## src/rtl/rggen_apb_bridge.sv

```systemverilog
// rggen bus slave -> APB4 master bridge, one transfer at a time.
// Optional ACCESS-phase timeout: define RGGEN_APB_BRIDGE_TIMEOUT_EN.
module rggen_apb_bridge #(
  parameter int ADDRESS_WIDTH  = 16,
  parameter int DATA_WIDTH     = 32,
  parameter int TIMEOUT_CYCLES = 256
) (
  input  logic                      clk,
  input  logic                      rst_n,
  input  logic                      bus_request,
  input  logic [ADDRESS_WIDTH-1:0]  bus_address,
  input  logic                      bus_direction,
  input  logic [DATA_WIDTH-1:0]     bus_write_data,
  input  logic [DATA_WIDTH/8-1:0]   bus_write_strobe,
  output logic                      bus_done,
  output logic [DATA_WIDTH-1:0]     bus_read_data,
  output logic [1:0]                bus_status,
  output logic                      psel,
  output logic                      penable,
  output logic                      pwrite,
  output logic [ADDRESS_WIDTH-1:0]  paddr,
  output logic [2:0]                pprot,
  output logic [DATA_WIDTH-1:0]     pwdata,
  output logic [DATA_WIDTH/8-1:0]   pstrb,
  input  logic                      pready,
  input  logic                      pslverr,
  input  logic [DATA_WIDTH-1:0]     prdata
);

  typedef enum logic [1:0] {
    IDLE,
    SETUP,
    ACCESS,
    COMPLETE
  } state_t;

  state_t state;

  assign pprot = 3'b000;

`ifdef RGGEN_APB_BRIDGE_TIMEOUT_EN
  localparam int CW = $clog2(TIMEOUT_CYCLES + 1);
  logic [CW-1:0] tmo_cnt;
  logic          expired;
  // Expiry lands on the last permitted wait cycle.
  assign expired = (tmo_cnt == CW'(TIMEOUT_CYCLES - 1));
`endif

  always_ff @(posedge clk or negedge rst_n) begin
    if (!rst_n) begin
      state         <= IDLE;
      bus_done      <= 1'b0;
      bus_read_data <= '0;
      bus_status    <= 2'b00;
      psel          <= 1'b0;
      penable       <= 1'b0;
      pwrite        <= 1'b0;
      paddr         <= '0;
      pwdata        <= '0;
      pstrb         <= '0;
`ifdef RGGEN_APB_BRIDGE_TIMEOUT_EN
      tmo_cnt       <= '0;
`endif
    end else begin
      unique case (state)
        IDLE: begin
          if (bus_request) begin
            psel   <= 1'b1;
            paddr  <= bus_address;
            pwrite <= bus_direction;
            pwdata <= bus_write_data;
            pstrb  <= bus_direction ? bus_write_strobe : '0;
            state  <= SETUP;
`ifdef RGGEN_APB_BRIDGE_TIMEOUT_EN
            tmo_cnt <= '0;
`endif
          end
        end
        SETUP: begin
          penable <= 1'b1;
          state   <= ACCESS;
        end
        ACCESS: begin
          if (pready) begin
            psel          <= 1'b0;
            penable       <= 1'b0;
            bus_read_data <= pwrite ? '0 : prdata;
            bus_status    <= {pslverr, 1'b0};
            bus_done      <= 1'b1;
            state         <= COMPLETE;
          end
`ifdef RGGEN_APB_BRIDGE_TIMEOUT_EN
          else if (expired) begin
            psel          <= 1'b0;
            penable       <= 1'b0;
            bus_read_data <= '0;
            bus_status    <= 2'b10;
            bus_done      <= 1'b1;
            state         <= COMPLETE;
          end else begin
            tmo_cnt <= tmo_cnt + 1'b1;
          end
`endif
        end
        COMPLETE: begin
          bus_done <= 1'b0;
          paddr    <= '0;
          pwdata   <= '0;
          pstrb    <= '0;
          state    <= IDLE;
        end
        default: state <= IDLE;
      endcase
    end
  end

endmodule

```

## config.mk

```make
export PLATFORM = sky130hd
export DESIGN_NAME = rggen_apb_bridge
export DESIGN_NICKNAME = d
export VERILOG_FILES = /design/src/rtl/rggen_apb_bridge.sv
export SDC_FILE = /design/constraint.sdc
export NUM_CORES = 1
export LEC_CHECK = 0
export ABC_CLOCK_PERIOD_IN_PS = 1700
export BUFFER_PORTS_ARGS = -buffer_cell sky130_fd_sc_hd__buf_2
export CAP_MARGIN = 15
export CORE_MARGIN = 5
export CORE_UTILIZATION = 42
export CTS_CLUSTER_DIAMETER = 60
export DETAILED_ROUTE_END_ITERATION = 10
export PLACE_DENSITY = 0.86
export SYNTH_ARGS = -nofsm -noshare
export SYNTH_HDL_FRONTEND = slang
export SYNTH_SLANG_ARGS = --single-unit
```

## constraint.sdc

```tcl
create_clock -name clk -period 1.7 [get_ports clk]
set_clock_uncertainty 0.15 [all_clocks]
set_input_delay 0.34 -clock clk [delete_from_list [all_inputs] [get_ports clk]]
set_output_delay 0.34 -clock clk [all_outputs]
set_load 0.05 [all_outputs]
```

* Word-level counts from Yosys, hierarchy flattened
Index checks and enable logic that the tools add are counted.
** Storage, ports and cells
- Input port bits :: 90
- Register bits :: 91
** Operators by class
- Muxes and demuxes :: 17
- Reduce and logical (&&, ||, !) cells :: 12
- Equality and inequality tests :: 5
** Operators with widths (count)
- $mux W32 :: 2
- $pmux W32 S2 :: 1
- $pmux W16 S2 :: 1
- $mux W16 :: 1
- $reduce_and A2 Y1 :: 6
- $mux W4 :: 2
- $pmux W2 S4 :: 1
- $pmux W4 S2 :: 1
- $reduce_bool A2 Y1 :: 4
- $pmux W1 S2 :: 3
- $eq A2 B2 Y1 const B :: 2
- $mux W2 :: 2
- $ne A2 B2 Y1 const B :: 2
- $mux W1 :: 3
- $reduce_and A3 Y1 :: 1
- $eq A2 B1 Y1 const B :: 1
- $logic_not A2 Y1 :: 1

* Depth between registers and ports, before layout
Gate-level depths: netlist (run 1).
- Word-level depth :: 3
- Mapped depth :: 7
- Gate-level depth less buffers :: 5

* Worst setup path after synthesis (run 1)
Ideal clock, no wire load.
- Path type :: reg2reg
- Start :: register state[0]
- End :: register paddr[0]
- Path buffers :: 2
- Setup slack :: -0.031 ns
- Cell stages (with the launch flop) :: 8
- Data arrival time :: 1.498 ns
- Clock period less this slack :: 1.731 ns
- Cell sequence :: dfrtp_1 > inv_1 > ha_1 > mux2i_1 > buf_6 > buf_6 > nand2_1 > o21ai_0
** Between the ends
- Cells in the longest elaborated chain, start to end :: 3
** RTL lines
- from (decl) :: line 37 : state_t state;
- from (signal assigned) :: line 51 : state <= IDLE;
- from (signal assigned) :: line 73 : state <= SETUP;
- from (signal assigned) :: line 81 : state <= ACCESS;
- $eq A2 B2 Y1 or $logic_not A2 Y1 (tied branches) :: line 65 : unique case (state)
- $reduce_bool A2 Y1 (no line) or $ne A2 B2 Y1 (tied branches)
- $reduce_and A2 Y1 (no line)
- to (signal assigned) :: line 69 : paddr <= bus_address;
- to (decl) :: line 21 : output logic [ADDRESS_WIDTH-1:0] paddr,
Parallel ways exist; a longest one is shown, timed or not.
A chain may end at the register's enable or synchronous reset.

* Worst setup path after layout (run 1)
- Start :: register state[0]
- End :: register paddr[11]
The elaborated chain is that of the path after synthesis.

==> results.md, run 1 <==
* Status: finished clean
* IO buf count at 178
* Die area at approximately 12000 µm²
* Final number of setup-violating endpoints at 0
* Syn Area/Cell at 9.85 µm²
* Layout cells sized above 1 at a little under two fifths
* Slowest stage cell, crit path: dfrtp_1
* Most used DFF post-synth: dfrtp_1
* Most common library cells after synthesis: dfrtp_1 (91), nand2_1 (91), o21ai_0 (82)
* Worst hold slack at 0.0702 ns
* EDFF count, synth at 0
* Synth Warn # at 0
* First-pass GRT wire length at around 16 mm
* Worst path bufs/invs at 3
* Synth Cell Area at about 4000 µm²
* Iteration-0 DRC Markers at around 160
* WL/cell at ~15 µm
* Max Buffers Root-to-Sink at 2
* Unrepaired setup endpoints after global routing: true
* Crit path max-delay family: buffers and inverters
* HPWL Detailed at slightly above 7 mm
* Required @ worst endpoint at between 1.5 and 2 ns
* CORE AREA at 9240 µm²
* Initial Utilization at around 43%
* Hold/Removal Path Class: in -> reg
* Max-slew violations at 0
* Achievable frequency at 0.609 GHz
* Crit path DAT at 1.72 ns
* Via count at ~3300
* Row cnt at 35
* Nets at 686
* DP Area at ~5000 µm²
* Final worst-path cycle share at a little over nine tenths
* Crit-path max FO at 9
* DRC at 0
* Layout Area Growth over Synthesis at 37.0%
* Post-synthesis async set-or-reset flop share at 100%
* Antenna cells at 0
* Yosys reg bits at slightly above 90
* GR Overflow Total at 0
* Final hold vios at 0
* Routability cong. at between 0.8 and 0.9
* Crit Path Class: reg -> reg
* Initial antenna violation count at 0
* CP Cell Sequence: inv_2, ha_4, mux2i_4, buf_6, clkbuf_16, o21ai_0
* Pre-antenna DRT Iters at 4
* CP peak stage delay at around 0.39 ns
* Critical path launch point type: flop
* Tot GR Track Use at roughly 17%
* Vias in the first global route at roughly 3300
* Top-level I/O count at between 150 and 200
* Num CTS Buffers at 9
* Area contributors post-synth: dfrtp_1 (57%), nand2b_1 (12%), o21ai_0 (10%)
* Post-synth cell types at 21
* Post-synth top area share at around 57%
* H-tree Lvls at 3
* Fin area at 5460 µm²
* Via density at 4.56
* Post-synth top area cell: dfrtp_1
* Die height at between 100 and 150 µm
* Die Width at roughly 110 µm
* Largest net degree at the start of global routing at 92
* Clock slew at reported path FFs at approximately 0.09 ns
* Routed Wire Length at about 11 mm
* Sink Count at 91
* CTS tree: done
* Antenna-violating nets left at 0
* Synthesized netlist cell count at between 400 and 500
* Root Driver: clkbuf_8
* Post-route minimum period at roughly 1.6 ns
* Max-cap viol count at 0
* Final core utilization at 59.0%
* Register area share after synthesis at a little under three fifths
* Worst setup EP type: flop
* Later-pin clock latency in the skew report at 0.35 ns
==> worst paths after layout <==
path / startpoint / end / slack [ns] / cells after the start
max in group asynchronous: rst_n / pwdata[26] / 0.58 / 3
min in group asynchronous: rst_n / bus_read_data[10] / 0.45 / 3
min reg2reg: bus_done / bus_done / 0.33 / 2
min: bus_write_data[28] / pwdata[28] / 0.07 / 3
max reg2reg: state[0] / paddr[11] / 0.06 / 6
max: state[0] / paddr[11] / 0.06 / 6
==> routing by layer <==
layer	GRT usage [%]	part of all wire, %	routed length (µm)	vias to the layer above
met3	4.20	5.5	585	18
met4	6.13	2.0	215	0
met2	29.1	49	5200	103
met5	0	0	0	-
li1	-	-	-	1657
met1	22.3	43	4570	1516
==> repair_timing <==
action	CTS	global route
endpoints found under the hold margin	91	0
hold buffers	1	0
setup endpoints to repair	51	52
buffers inserted	3	1
gates cloned	1	6
resized for setup	3	30
pin swaps	0	0
==> registers in the layout, summed over array words and instances (netlist names) <==
signal and cells:
pwdata 32, pstrb 4, bus_status 1, psel 1, pwrite 1, paddr 16
bus_read_data 32, penable 1, bus_done 1, state 2
==> layout by cell type (no fill, tap or decap) <==
cell type      Yosys  final
nand2b_1          79     79
nand3b_1           1      1
mux2i_4            0      1
o21ai_0           82     63
dfrtp_1           91     91
nand2_1           91     90
inv_1              4      2
nor2b_1            1      1
clkbuf_16          0      5
a22o_1             1      1
clkinvlp_4         0      2
dlygate4sd3_1      0      1
conb_1             1      4
buf_4              4      8
clkbuf_8           0      9
o22ai_2            0      1
clkbuf_1          13      3
buf_16             0      1
a31oi_1            1      1
and2b_1            1      1
buf_2              4    177
buf_6              9      5
ha_1               7      5
nor2_1             1      1
inv_2              0      2
ha_4               0      2
mux2_2             4      4
buf_12             0      4
o21ai_1            4     23
mux2i_1            4      3
bufinv_16          0      2
nand2_2            0      1
==> cells by family (layout without fill, tap and decap cells) <==
family	after synthesis	count (layout)	share of synthesized area [%]
AOI/OAI and AO/OA	89	89	11.3
DFF	91	91	57.2
muxes	8	8	2.14
adders and majority gates	7	7	2.20
and+or+nand+nor	174	174	21.6
buffers and inverters	34	221	5.41
other	1	4	0.0942
==> final cells by class <==
type	count	area, µm²
Tap cell	129	161
Multi-Input combinational cell	282	1550
Sequential cell	91	2280
Fill cell	800	3780
Clock inverter	4	75.1
Timing Repair Buffer	201	1240
Clock buffer	12	135
Inverter	4	15.0
==> tightest hold or removal path: cells and delay by family <==
| family | cells | cell delay [ns] |
|---|---|---|
| buffers and inverters | 1 | 0.09 |
| AO/OA/AOI/OAI | 1 | 0.05 |
| AND/OR/NAND/NOR | 1 | 0.05 |
==> through the flow <==
| stage | setup slack (ns) | instances | setup TNS, ns |
|---|---|---|---|
| 2_1_floorplan | 0.0150 | 407 | 0 |
| 3_3_place_gp | 0.0139 | 695 | 0 |
| 3_5_place_dp | -0.0785 | 695 | -2.15 |
| 4_1_cts | 0.0117 | 716 | 0 |
| 5_1_grt | -0.0202 | 723 | -0.167 |
| 6_report | 0.0567 | 723 | 0 |
Power of run 1 is not shown: default switching activity piles up to over one toggle a cycle in this logic, so the estimate is an artifact.
==> run 2: changes to the inputs <==
- SETUP_SLACK_MARGIN: default -> 0.1
==> results.md, run 2 (same netlist as run 1, synthesis figures left out) <==
* Status: finished clean
* Most frequent cells in the layout: buf_2 (176), nand2_1 (90), dfrtp_1 (90)
* Hold/Removal Path Class: in -> reg
* Crit-path max FO at 14 (+5)
* Final hold vios at 0 (unchanged)
* Max-cap viol count at 0 (unchanged)
* Routed Wire Length at 10.7 mm (+1.2%)
* CORE AREA at 9240 µm² (unchanged)
* Post-placement cell count at 697 (+0.29%)
* Via count at 3408 (+3.5%)
* WL/cell at 14.8 µm (+1.1%)
* Root Driver: clkbuf_8
* Top flop regs: bus_read_data x32, pwdata x32, paddr x16
* Crit path DAT at 1.77 ns (+0.05 ns)
* Iteration-0 DRC Markers at 110 (-30%)
* Die Width at 107 µm (unchanged)
* Commonest non-fill, non-tap cell in the layout: buf_2
* Worst Reg-to-Reg Cells at 6 (unchanged)
* Die area at 11500 µm² (unchanged)
* Required @ worst endpoint at 1.77 ns (about the same)
* Routability cong. at 0.778 (-4.0%)
* Initial antenna violation count at 0 (unchanged)
* Final number of setup-violating endpoints at 0 (unchanged)
* CTS tree: done
* Crit Path Class: reg -> reg
* Post-route minimum period at 1.70 ns (+0.0562 ns)
* Final worst-path cycle share at 100% (+3.3 points)
* Unrepaired setup endpoints after global routing: true
* Initial Utilization at 43.1% (unchanged)
* First-pass GRT wire length at 16.1 mm (+0.30%)
* GR Overflow Total at 0 (unchanged)
* Worst setup EP type: flop
* Tot GR Track Use at 17.4% (-0.11 points)
* Clock slew at reported path FFs at 0.10 ns (about the same)
* Antenna cells at 0 (unchanged)
* Vias in the first global route at 3342 (+1.1%)
* Num CTS Buffers at 9 (unchanged)
* CP Cell Sequence: inv_2, ha_4, mux2i_4, buf_12, clkbuf_16, o21ai_0
* DRC at 0 (unchanged)
* Layout cells sized above 1 at 39.0% (+1.3 points)
* H-tree Lvls at 3 (unchanged)
* Cell Count, Final, Fillers Out at 724 (+0.14%)
* Top-level I/O count at 183 (unchanged)
* CP peak stage delay at 0.42 ns (+0.03 ns)
* Via density at 4.71 (+3.3%)
* Sink Count at 91 (unchanged)
* Setup tns final at 0 ns (unchanged)
* Max-slew violations at 0 (unchanged)
* Die height at 107 µm (unchanged)
* Slowest stage cell, crit path: dfrtp_1
* HPWL Detailed at 7.70 mm (+7.7%)
* Row cnt at 35 (unchanged)
* Max Buffers Root-to-Sink at 2 (unchanged)
* Nets at 687 (+0.15%)
* Pre-antenna DRT Iters at 5 (+1)
* Layout Area Growth over Synthesis at 36.8%
* IO buf count at 178 (unchanged)
* Critical path launch point type: flop
* Achievable frequency at 0.588 GHz (-3.3%)
* Antenna-violating nets left at 0 (unchanged)
* Largest net degree at the start of global routing at 59 (-36%)
* Later-pin clock latency in the skew report at 0.33 ns (-0.02 ns)
* Hold depth at 3 (unchanged)
## run 2: per-layer routing
metal / part of all wire (%) / wire length [µm] / GRT usage, %
met5: 0 / 0 / 0
met2: 54 / 5730 / 32.1
met3: 4.7 / 505 / 3.30
met4: 2.6 / 283 / 7.66
met1: 39 / 4180 / 19.3
## run 2: area by class of cell
class | count | area (µm²)
repair buffers | 202 | 1230
clock inverters | 5 | 37.5
inverters | 4 | 15.0
fillers | 802 | 3790
flip-flops and latches | 91 | 2280
multi-input cells | 282 | 1580
clock buffers | 11 | 141
well taps | 129 | 161
## run 2: path summary, 6_finish.rpt
| kind | from | to | slack (ns) |
|---|---|---|---|
| hold / removal | prdata[17] | bus_read_data[17] | 0.07 |
| hold reg to reg | pwdata[6] | pwdata[6] | 0.33 |
| max in group asynchronous | rst_n | paddr[12] | 0.56 |
| setup / recovery | state[0] | paddr[4] | 0.0005 |
| setup reg to reg | state[0] | paddr[4] | 0.0005 |
| min in group asynchronous | rst_n | bus_read_data[11] | 0.32 |
## run 2: critical path, delay by kind of cell (launching register included)
| family | cells | cell delay (ns) |
|---|---|---|
| buf+inv | 3 | 0.47 |
| flops | 1 | 0.42 |
| mux | 1 | 0.29 |
| fa+ha+maj | 1 | 0.16 |
| compound gates | 1 | 0.08 |
## run 2: timing repair
| item | 4_1_cts | 5_1_grt |
|---|---|---|
| gates resized for setup | 3 | 43 |
| buffers inserted | 0 | 5 |
| pin swaps | 0 | 2 |
| setup endpoints to repair | 55 | 86 |
| cloned | 0 | 6 |
| hold buffers | 1 | 0 |
| hold endpoints to repair | 27 | 0 |
## run 2: per-stage QoR
| step | hold WS, ns | cell area (µm²) | setup slack [ns] | util, % |
|---|---|---|---|---|
| 5_1_grt | 0.0560 | 5450 | -0.0459 | 58.9 |
| 6_report | 0.0707 | 5450 | 0.000492 | 58.9 |
| 3_3_place_gp | 0.146 | 5030 | 0.113 | 54.5 |
| 4_1_cts | 0.0606 | 5240 | 0.0361 | 56.7 |
| 2_1_floorplan | -0.106 | 4010 | 0.112 | - |
| 3_5_place_dp | 0.151 | 5030 | 0.0411 | 54.5 |
Power of run 2 is left out for the same reason.
==> run 3: changes to the inputs <==
- ABC_AREA: default -> 1
- PLACE_DENSITY: 0.86 -> 0.85
- SLEW_MARGIN: default -> 20
==> results.md, run 3 <==
* Tot GR Track Use at 19.4% (+2.1 points)
* CTS tree: done
* WL/cell at 15.1 µm (+2.0%)
* Synthesized netlist cell count at 449 (+11%)
* Yosys reg bits at 91 (unchanged)
* Clock slew at reported path FFs at 0.09 ns (about the same)
* Required @ worst endpoint at 1.81 ns (+0.04 ns)
* Routability cong. at 0.768 (-1.3%)
* Via count at 3798 (+11%)
* Antenna cells at 0 (unchanged)
* Later-pin clock latency in the skew report at 0.35 ns (+0.02 ns)
* Vias in the first global route at 3734 (+12%)
* Register area share after synthesis at 56.0% (-1.2 points)
* Most frequent cells in the layout: buf_2 (177), nand2_1 (150), dfrtp_1 (89)
* Adder-Cell Fraction of Synth Area at 2.16% (-0.045 points)
* Area contributors post-synth: dfrtp_1 (56%), nand2_1 (14%), nand4_1 (7.4%)
* Hold depth at 3 (unchanged)
* CORE AREA at 9590 µm² (+3.8%)
* Worst setup EP type: flop
* Status: finished clean
* Multiplexer share of the synthesized area at 0% (-2.1 points)
* Achievable frequency at 0.661 GHz (+12%)
* Crit Path Class: reg -> reg
* Compound-Gate Fraction of Synth Area at 4.71% (-6.6 points)
* Row cnt at 36 (+2.9%)
* Via density at 5.02 (+6.7%)
* Grt peak-use layer: met2
* Post-synthesis async set-or-reset flop share at 100% (unchanged)
* DRC at 0 (unchanged)
* Iteration-0 DRC Markers at 259 (+140%)
* H-tree Lvls at 3 (unchanged)
* Antenna-violating nets left at 0 (unchanged)
* Final hold vios at 0 (unchanged)
* Critical path launch point type: flop
* Total Power at ~12000 µW
* GR Overflow Total at 0 (unchanged)
* Synth Cell Area at 4060 µm² (+2.1%)
* Initial Utilization at 42.4% (-0.73 points)
* Max Buffers Root-to-Sink at 2 (unchanged)
* Sink of the worst hold path: bus_status[1]
* IO buf count at 178 (unchanged)
* Power per standard cell area at 2260 nW/µm²
* Xor/xnor cell area share of the yosys netlist at 0% (unchanged)
* Die area at 11700 µm² (+1.9%)
* Setup tns final at 0 ns (unchanged)
* Max-slew violations at 0 (unchanged)
* First-pass GRT wire length at 18.2 mm (+12%)
* Max-cap viol count at 0 (unchanged)
* Main combinational cell family by area after synthesis: simple AND/OR/NAND/NOR gates
* Layout cells sized above 1 at 36.6% (-2.4 points)
* P_leak at ~0.0030 µW
* Most common library cells after synthesis: nand2_1 (151), dfrtp_1 (91), nand3_1 (57)
* Root Driver: clkbuf_8
* Post-synth top area share at 56.0% (-1.2 points)
* Final number of setup-violating endpoints at 0 (unchanged)
* Final worst-path cycle share at 89.0% (-11 points)
* Top-level I/O count at 183 (unchanged)
* Sink Count at 91 (unchanged)
* Worst r2r dst: bus_read_data[16]
* Met3 usage at 3.46% (+0.16 points)
* Layout Area Growth over Synthesis at 31.7%
* Hold/Removal Path Class: in -> reg
* Post-synth top area cell: dfrtp_1
* Unrepaired setup endpoints after global routing: false
* Pre-antenna DRT Iters at 4 (-1)
* Die Width at 108 µm (+0.94%)
* Crit-path max FO at 12 (-2)
* Top flop regs: bus_read_data x32, pwdata x32, paddr x16
* Post-route minimum period at 1.51 ns (-0.187 ns)
* FF-to-FF setup slack at 0.19 ns (+0.19 ns)
* Final core utilization at 55.8% (-3.2 points)
* Hold path start: pslverr
* Die height at 108 µm (+0.94%)
* Synth Warn # at 0 (unchanged)
* Maximum vdd drop at 814 µV
* Post-synth cell types at 17 (-19%)
* Commonest non-fill, non-tap cell in the layout: buf_2
* Fill cell count at 851 (+6.1%)
* Num CTS Buffers at 9 (unchanged)
* Reg2Reg Launch Point: state[0]
* Nets at 715 (+4.1%)
* Initial antenna violation count at 0 (unchanged)
* Routed Wire Length at 11.4 mm (+6.5%)
* Most used DFF post-synth: dfrtp_1
* Met2 Resource Use GR at 33.1% (+1.0 points)
* Post-Synth Simple-Gate Area at 29.1% (+7.5 points)
* EDFF count, synth at 0 (unchanged)
* Worst Reg-to-Reg Cells at 5 (-1)
* Most numerous cell in the Yosys netlist: nand2_1
* Crit path DAT at 1.62 ns (-0.15 ns)
* Largest net degree at the start of global routing at 92 (+56%)
* HPWL Detailed at 8.24 mm (+7.0%)
* Syn Area/Cell at 9.05 µm² (-8.2%)
* Global-route met1 utilization at 24.3% (+5.1 points)
-- run 3: cell count changes in the layout (fill, tap and decap cells not counted), moves of 28 or more --
| cell | change |
|---|---|
| o21ai_0 | -28 |
| nand4_1 | +48 |
| nand2b_1 | -79 |
| o21ai_1 | -32 |
| nand2_1 | +60 |
| nand3_1 | +57 |
-- run 3: timing repair --
item / CTS / global route
hold buffers: 1 / 0
buffers inserted: 0 / 0
cloned: 0 / 1
setup endpoints to repair: 56 / 83
resized for setup: 5 / 10
hold endpoints to repair: 91 / 0
-- run 3: final cells by class --
| cell class | instances | area, µm² | share of cell area (%) |
|---|---|---|---|
| inverters | 13 | 48.8 | 0.912 |
| clock inverters | 4 | 72.6 | 1.36 |
| repair buffers | 196 | 1120 | 21.0 |
| flip-flops and latches | 91 | 2280 | 42.6 |
| clock buffers | 12 | 155 | 2.90 |
| well taps | 133 | 166 | 3.11 |
| multi-input cells | 307 | 1510 | 28.1 |
-- run 3: per-layer routing --
| layer | routed length, µm | vias to the layer above |
|---|---|---|
| met4 | 354 | 0 |
| met2 | 5870 | 137 |
| li1 | - | 1834 |
| met3 | 719 | 30 |
| met5 | 0 | - |
| met1 | 4450 | 1797 |
-- run 3: worst max path at each step --
| stage | startpoint | endpoint | depth (start not counted) |
|---|---|---|---|
| 2_1_floorplan | state[0] | pstrb[1] | 8 |
| 3_3_place_gp | state[0] | pwdata[22] | 5 |
| 3_5_place_dp | state[0] | pwdata[3] | 5 |
| 4_1_cts | state[0] | pwdata[26] | 7 |
| 5_1_grt | state[0] | bus_read_data[15] | 5 |
| 6_report | state[0] | bus_read_data[16] | 5 |
-- run 3: kinds of logic after synthesis --
family / after synthesis
compound gates: 33
fa+ha+maj: 7
buf+inv: 54
flops: 91
other cells: 1
simple gates: 263
-- run 3: metrics by stage --
stage	cells	worst slack, ns	cell area (µm²)	hold WS [ns]
5_1_grt	756	0.106	5350	0.0528
4_1_cts	755	0.0894	5300	0.0240
6_report	756	0.187	5350	0.0446
3_5_place_dp	738	0.0224	5050	0.281
2_1_floorplan	452	0.198	4080	-0.106
3_3_place_gp	738	0.128	5050	0.268
-- run 3: power breakdown --
part           internal (µW)  switching (µW)
clock network            908             748
registers               3050             489
logic                   1680            5230
total                   5640            6470
-- run 3: worst max-delay path, stage by stage (launching register included) --
cell and delay [ns]:
dfrtp_2 0.45, inv_2 0.12, ha_2 0.23, nand2_4 0.10, buf_4 0.19, o21ai_0 0.19
(Power assumes the default switching activity.)
